$ cat src/rtl/conv_loop_counter.sv
// conv_loop_counter
//   Three-level nested loop counter for a convolution engine: tap (inner),
//   window (middle) and channel (outer). One run produces exactly
//   TAPS*WINDOWS*CHANNELS valid beats, then pulses done for one cycle.
//
// Parameters
//   TAPS      kernel taps per window (>=2)
//   WINDOWS   output windows per channel (>=2)
//   CHANNELS  channel passes per run (>=1)
//
// Ports
//   clk       single clock, rising edge
//   reset     asynchronous, active-high reset
//   start     begin a run (sampled in IDLE only)
//   en        advance enable; low holds all counters
//   clear     synchronous abort to IDLE (beats start and any beat)
//   stall     (only with CONV_LOOP_COUNTER_STALL_EN) holds counters in RUN
//   count     current tap index               (registered)
//   cycle     current window index            (registered)
//   channel   current channel index           (registered)
//   valid     live beat this cycle            (combinational)
//   tap_last  valid on the last tap           (combinational)
//   win_last  tap_last on the last window     (combinational)
//   busy      state is RUN                    (registered)
//   done      one-cycle pulse after final beat (registered)
//
// Configuration macro
//   CONV_LOOP_COUNTER_STALL_EN  adds the stall input.

module conv_loop_counter #(
  parameter int unsigned TAPS     = 8,
  parameter int unsigned WINDOWS  = 512,
  parameter int unsigned CHANNELS = 4,
  localparam int unsigned TAP_W   = $clog2(TAPS),
  localparam int unsigned WIN_W   = $clog2(WINDOWS),
  localparam int unsigned CH_W    = (CHANNELS > 1) ? $clog2(CHANNELS) : 1
) (
  input  logic             clk,
  input  logic             reset,
  input  logic             start,
  input  logic             en,
  input  logic             clear,
`ifdef CONV_LOOP_COUNTER_STALL_EN
  input  logic             stall,
`endif
  output logic [TAP_W-1:0] count,
  output logic [WIN_W-1:0] cycle,
  output logic [CH_W-1:0]  channel,
  output logic             valid,
  output logic             tap_last,
  output logic             win_last,
  output logic             busy,
  output logic             done
);

  localparam logic [1:0] StIdle = 2'd0;
  localparam logic [1:0] StRun  = 2'd1;
  localparam logic [1:0] StDone = 2'd2;

  localparam logic [TAP_W-1:0] TapMax = TAP_W'(TAPS - 1);
  localparam logic [WIN_W-1:0] WinMax = WIN_W'(WINDOWS - 1);
  localparam logic [CH_W-1:0]  ChMax  = CH_W'(CHANNELS - 1);

  logic [1:0]       r_state, w_state_d;
  logic [TAP_W-1:0] r_count, w_count_d;
  logic [WIN_W-1:0] r_cycle, w_cycle_d;
  logic [CH_W-1:0]  r_channel, w_channel_d;
  logic             r_busy, r_done;

  logic w_hold;
  logic w_valid;
  logic w_tap_max;
  logic w_win_max;
  logic w_ch_max;

`ifdef CONV_LOOP_COUNTER_STALL_EN
  assign w_hold = stall;
`else
  assign w_hold = 1'b0;
`endif

  assign w_valid   = (r_state == StRun) & en & ~w_hold;
  assign w_tap_max = (r_count == TapMax);
  assign w_win_max = (r_cycle == WinMax);
  assign w_ch_max  = (r_channel == ChMax);

  always_comb begin
    w_state_d   = r_state;
    w_count_d   = r_count;
    w_cycle_d   = r_cycle;
    w_channel_d = r_channel;
    if (clear) begin
      w_state_d   = StIdle;
      w_count_d   = '0;
      w_cycle_d   = '0;
      w_channel_d = '0;
    end else begin
      case (r_state)
        StIdle: begin
          if (start) begin
            w_state_d   = StRun;
            w_count_d   = '0;
            w_cycle_d   = '0;
            w_channel_d = '0;
          end
        end
        StRun: begin
          if (w_valid) begin
            if (!w_tap_max) begin
              w_count_d = r_count + TAP_W'(1);
            end else begin
              w_count_d = '0;
              if (!w_win_max) begin
                w_cycle_d = r_cycle + WIN_W'(1);
              end else begin
                w_cycle_d = '0;
                if (!w_ch_max) begin
                  w_channel_d = r_channel + CH_W'(1);
                end else begin
                  // Final beat of the run: indices park at zero in DONE.
                  w_channel_d = '0;
                  w_state_d   = StDone;
                end
              end
            end
          end
        end
        StDone:  w_state_d = StIdle;
        default: w_state_d = StIdle;
      endcase
    end
  end

  always_ff @(posedge clk or posedge reset) begin
    if (reset) begin
      r_state   <= StIdle;
      r_count   <= '0;
      r_cycle   <= '0;
      r_channel <= '0;
      r_busy    <= 1'b0;
      r_done    <= 1'b0;
    end else begin
      r_state   <= w_state_d;
      r_count   <= w_count_d;
      r_cycle   <= w_cycle_d;
      r_channel <= w_channel_d;
      // Status flags track the next state so they are flop outputs.
      r_busy    <= (w_state_d == StRun);
      r_done    <= (w_state_d == StDone);
    end
  end

  assign count    = r_count;
  assign cycle    = r_cycle;
  assign channel  = r_channel;
  assign valid    = w_valid;
  assign tap_last = w_valid & w_tap_max;
  assign win_last = w_valid & w_tap_max & w_win_max;
  assign busy     = r_busy;
  assign done     = r_done;

endmodule

$ cat config.mk
export PLATFORM = sky130hd
export DESIGN_NAME = conv_loop_counter
export DESIGN_NICKNAME = d
export VERILOG_FILES = /design/src/rtl/conv_loop_counter.sv
export SDC_FILE = /design/constraint.sdc
export NUM_CORES = 1
export LEC_CHECK = 0
export CAP_MARGIN = 10
export CELL_PAD_IN_SITES_DETAIL_PLACEMENT = 0
export CELL_PAD_IN_SITES_GLOBAL_PLACEMENT = 1
export CORE_AREA = 10 10 63 65
export DETAILED_ROUTE_END_ITERATION = 8
export DIE_AREA = 0 0 73 75
export GPL_ROUTABILITY_DRIVEN = 0
export PLACE_DENSITY_LB_ADDON = 0.1
export SLEW_MARGIN = 20
export SYNTH_ARGS = -nofsm -noshare
export SYNTH_HDL_FRONTEND = slang
export SYNTH_SLANG_ARGS = --single-unit
$ cat constraint.sdc
create_clock -name clk -period 2.4 [get_ports clk]
set_input_delay 0.24 -clock clk [delete_from_list [all_inputs] [get_ports clk]]
set_output_delay 0.24 -clock clk [all_outputs]
set_load 0.01 [all_outputs]
==> impl_metrics.csv, run 1 <==
group,metric,value,unit
outcome,status,"completed",
setup_path,crit_arrival,1990,ps
finish,final_common_cell,"clkdlybuf4s50_1",
floorplanning,ios,24,
yosys,synth_top_area_share,46.69,%
setup_path,worstPathMaxFanout,8,
clocking,postCtsSetupRepairBufs,0,
finish,final_area,0.001271,mm2
route,avgViaCountPerCell,5.306,
sta,rsz0062_at_grt,"false",
yosys,synth_area_leader_cell,"dfrtp_1",
setup_path,timing.critical_path.required,2160,ps
setup_path,r2r_cells,7,
route,vias,849,
global_route,grt_pass1_vias,835,
sta,fin_tns_setup,0,ps
setup_path,rr_startpoint,"cycle[5]$_DFFE_PP0P_",
placement,placedCellCount,157,
sta,fmax,448.9,MHz
global_route,grt_overflow_total,0,
route,antenna_left,0,
setup_path,r2r_slack,270,ps
setup_path,cp_common_cell,"ha_1",
floorplanning,start_util,35.60,%
clocking,cts_root_buf,"clkbuf_4",
clocking,cts.clk_slew.worst_paths,100,ps
route,dr.pass1.iters,4,
clocking,ctsHoldBuffers,0,
clocking,cts_htree_levels,1,
clocking,cts_made_buffers,3,
floorplanning,chipHeight,75,um
setup_path,crit_path_cell_trace,"ha_1 > ha_1 > and4b_2 > clkdlybuf4s50_1",
placement,dp_hpwl,1.831,mm
placement,io_buffers,23,
route,drt-total-wl,2.435,mm
route,drt_iter0_markers,29,
sta,finalSetupViolCount,0,
setup_path,r2r-end,"cycle[4]$_DFFE_PP0P_",
clocking,clk-insertion-delay-late,290,ps
setup_path,critPathLaunchType,"flop",
sta,max_slew_margin,51.19,%
global_route,grt_max_degree,19,
sta,period_needed,2227,ps
worst_hold_path,worstHoldPathType,"in2async",
power_and_ir_drop,cellPowerDensity,417.3,mW/mm2
sta,maxSlewViolCount,0,
floorplanning,die-area,0.005475,mm2
job,max-cap-violations,0,
power_and_ir_drop,ir_drop,0.2568,mV
route,wl_per_cell,15.22,um
finish,diodes,0,
yosys,ys.flop_type,"dfrtp_1",
global_route,grt_first_pass_wirelength,4.229,mm
setup_path,critical_path_class,"reg2out",
power_and_ir_drop,p_leak,0.5524,nW
finish,fin_nets,141,
setup_path,path_delay_family,"buffers and inverters",
yosys,synth_warnings,0,
yosys,avgSynthCellArea,9.458,um2
yosys,synth_edf_count,0,
yosys,synth_area_leaders,"dfrtp_1 47%, o21ai_0 7.8%, ha_1 6.5%, nand3_1 5.2%, nand2_1 3.9%",
floorplanning,row_count,19,
finish,drive_gt1_share,13.18,%
placement,place_area,0.001246,mm2
yosys,ys_seq_elements,18,
yosys,synthArstFlopShare,100.0,%
global_route,antenna_found_initial,0,
finish,layout.cells.non_filler,160,
sta,worst_pin_slew,731.4,ps
sta,hold_viol_final,0,
sta,skew,2.821,ps
finish,fill_cells,267,
power_and_ir_drop,finalPower,0.0005305,W
yosys,synth.cell_area,964.7,um2
yosys,ys_seq_area_share,46.69,%
clocking,clock_path_buffers,2,
setup_path,cpPeakStageDelay,540,ps
setup_path,cpMaxStageDelayCell,"clkdlybuf4s50_1",
route,drcViolationCount,0,
sta,min_period_over_period,92.81,%
clocking,cts.sinks,18,
yosys,synthCells,102,
setup_path,cp-end-kind,"output port",
finish,layout_common_cells,"22 x clkdlybuf4s50_1, 18 x dfrtp_1, 15 x o21ai_0",
floorplanning,core_area,0.002710,mm2
finish,area_growth,31.78,%
global_route,grt.total_usage,9.681,%
clocking,cts_tree,"built",
setup_path,path_buf_inv,1,
floorplanning,fp.dieW,73,um
yosys,yosysUniqueCellTypes,30,
yosys,syn_nets,112,
-- final cells by class --
type                    count  area, um2  share of cell area [%]
multi-input cells          75      470.5                   37.01
flip-flops and latches     18      450.4                   35.43
inverters                   4      15.01                   1.181
clock buffers               3      22.52                   1.772
repair buffers             29      274.0                   21.56
well taps                  31      38.79                   3.051
-- layer usage --
metal / up-vias / track usage, % / routed length, um
met5: - / 0 / 0
met4: 0 / 4.852 / 31
met3: 4 / 3.417 / 208
met2: 21 / 13.56 / 1066
met1: 391 / 12.77 / 1128
li1: 433 / - / -
-- what timing repair did --
item,4_1_cts,5_1_grt
resized for setup,2,1
setup endpoints to repair,1,1
pin swaps,0,0
-- stage by stage --
step | util, % | worst slack (ps) | hold WS (ps)
CTS | 46.86 | 128.4 | 382.3
global route | 46.91 | 19.92 | 404.1
detailed placement | 45.98 | 161.2 | 501.9
global placement | 45.98 | 188.0 | 487.9
finish | 46.91 | 172.5 | 356.9
floorplan | - | 146.1 | 178.6
-- where the power goes --
part           switching, W  total (W)  internal [W]
logic             0.0000328  0.0000610     0.0000282
clock network     0.0000955   0.000154     0.0000584
registers        0.00000708   0.000316      0.000308
total              0.000135   0.000531      0.000395
-- worst max path at each step --
stage / from / slack (ps) / cells after the start / endpoint
4_1_cts: cycle[5]$_DFFE_PP0P_ / 130 / 7 / win_last
5_1_grt: cycle[5]$_DFFE_PP0P_ / 20 / 7 / win_last
3_5_place_dp: cycle[5]$_DFFE_PP0P_ / 160 / 7 / win_last
2_1_floorplan: cycle[0]$_DFFE_PP0P_ / 150 / 8 / cycle[4]$_DFFE_PP0P_
3_3_place_gp: cycle[5]$_DFFE_PP0P_ / 190 / 7 / win_last
6_report: count[0]$_DFFE_PP0P_ / 170 / 4 / tap_last
-- cells in the mapped netlist (2+ instances only) --
cell type	number
dfrtp_1	18
o21ai_0	15
nand2_1	10
nand3_1	10
ha_1	5
inv_1	4
nor2_1	4
nor3_1	4
o31ai_1	4
a31oi_1	3
nor3b_1	3
a21oi_1	2
and3_1	2
nand4_1	2
-- registers in the layout (all words and copies together) (netlist names) --
| register | flops |
|---|---|
| busy | 1 |
| cycle | 9 |
| r_state | 2 |
| done | 1 |
| count | 3 |
| channel | 2 |
-- cells by family after synthesis --
logic type | count (synthesis) | share of synthesized area [%]
compound gates | 26 | 15.31
fa+ha+maj | 5 | 6.485
buf+inv | 9 | 4.927
flops | 18 | 46.69
mux | 2 | 2.205
simple gates | 42 | 24.38
No activity file was read; power rests on OpenSTA's default activity.
==> inputs of run 2 (changes only) <==
- CTS_BUF_LIST: unset -> sky130_fd_sc_hd__clkbuf_4 sky130_fd_sc_hd__clkbuf_8
- CTS_CLUSTER_SIZE: unset -> 40
==> results of run 2 <==
Same layout as run 1: the final DEF is identical, and so are final timing and power.
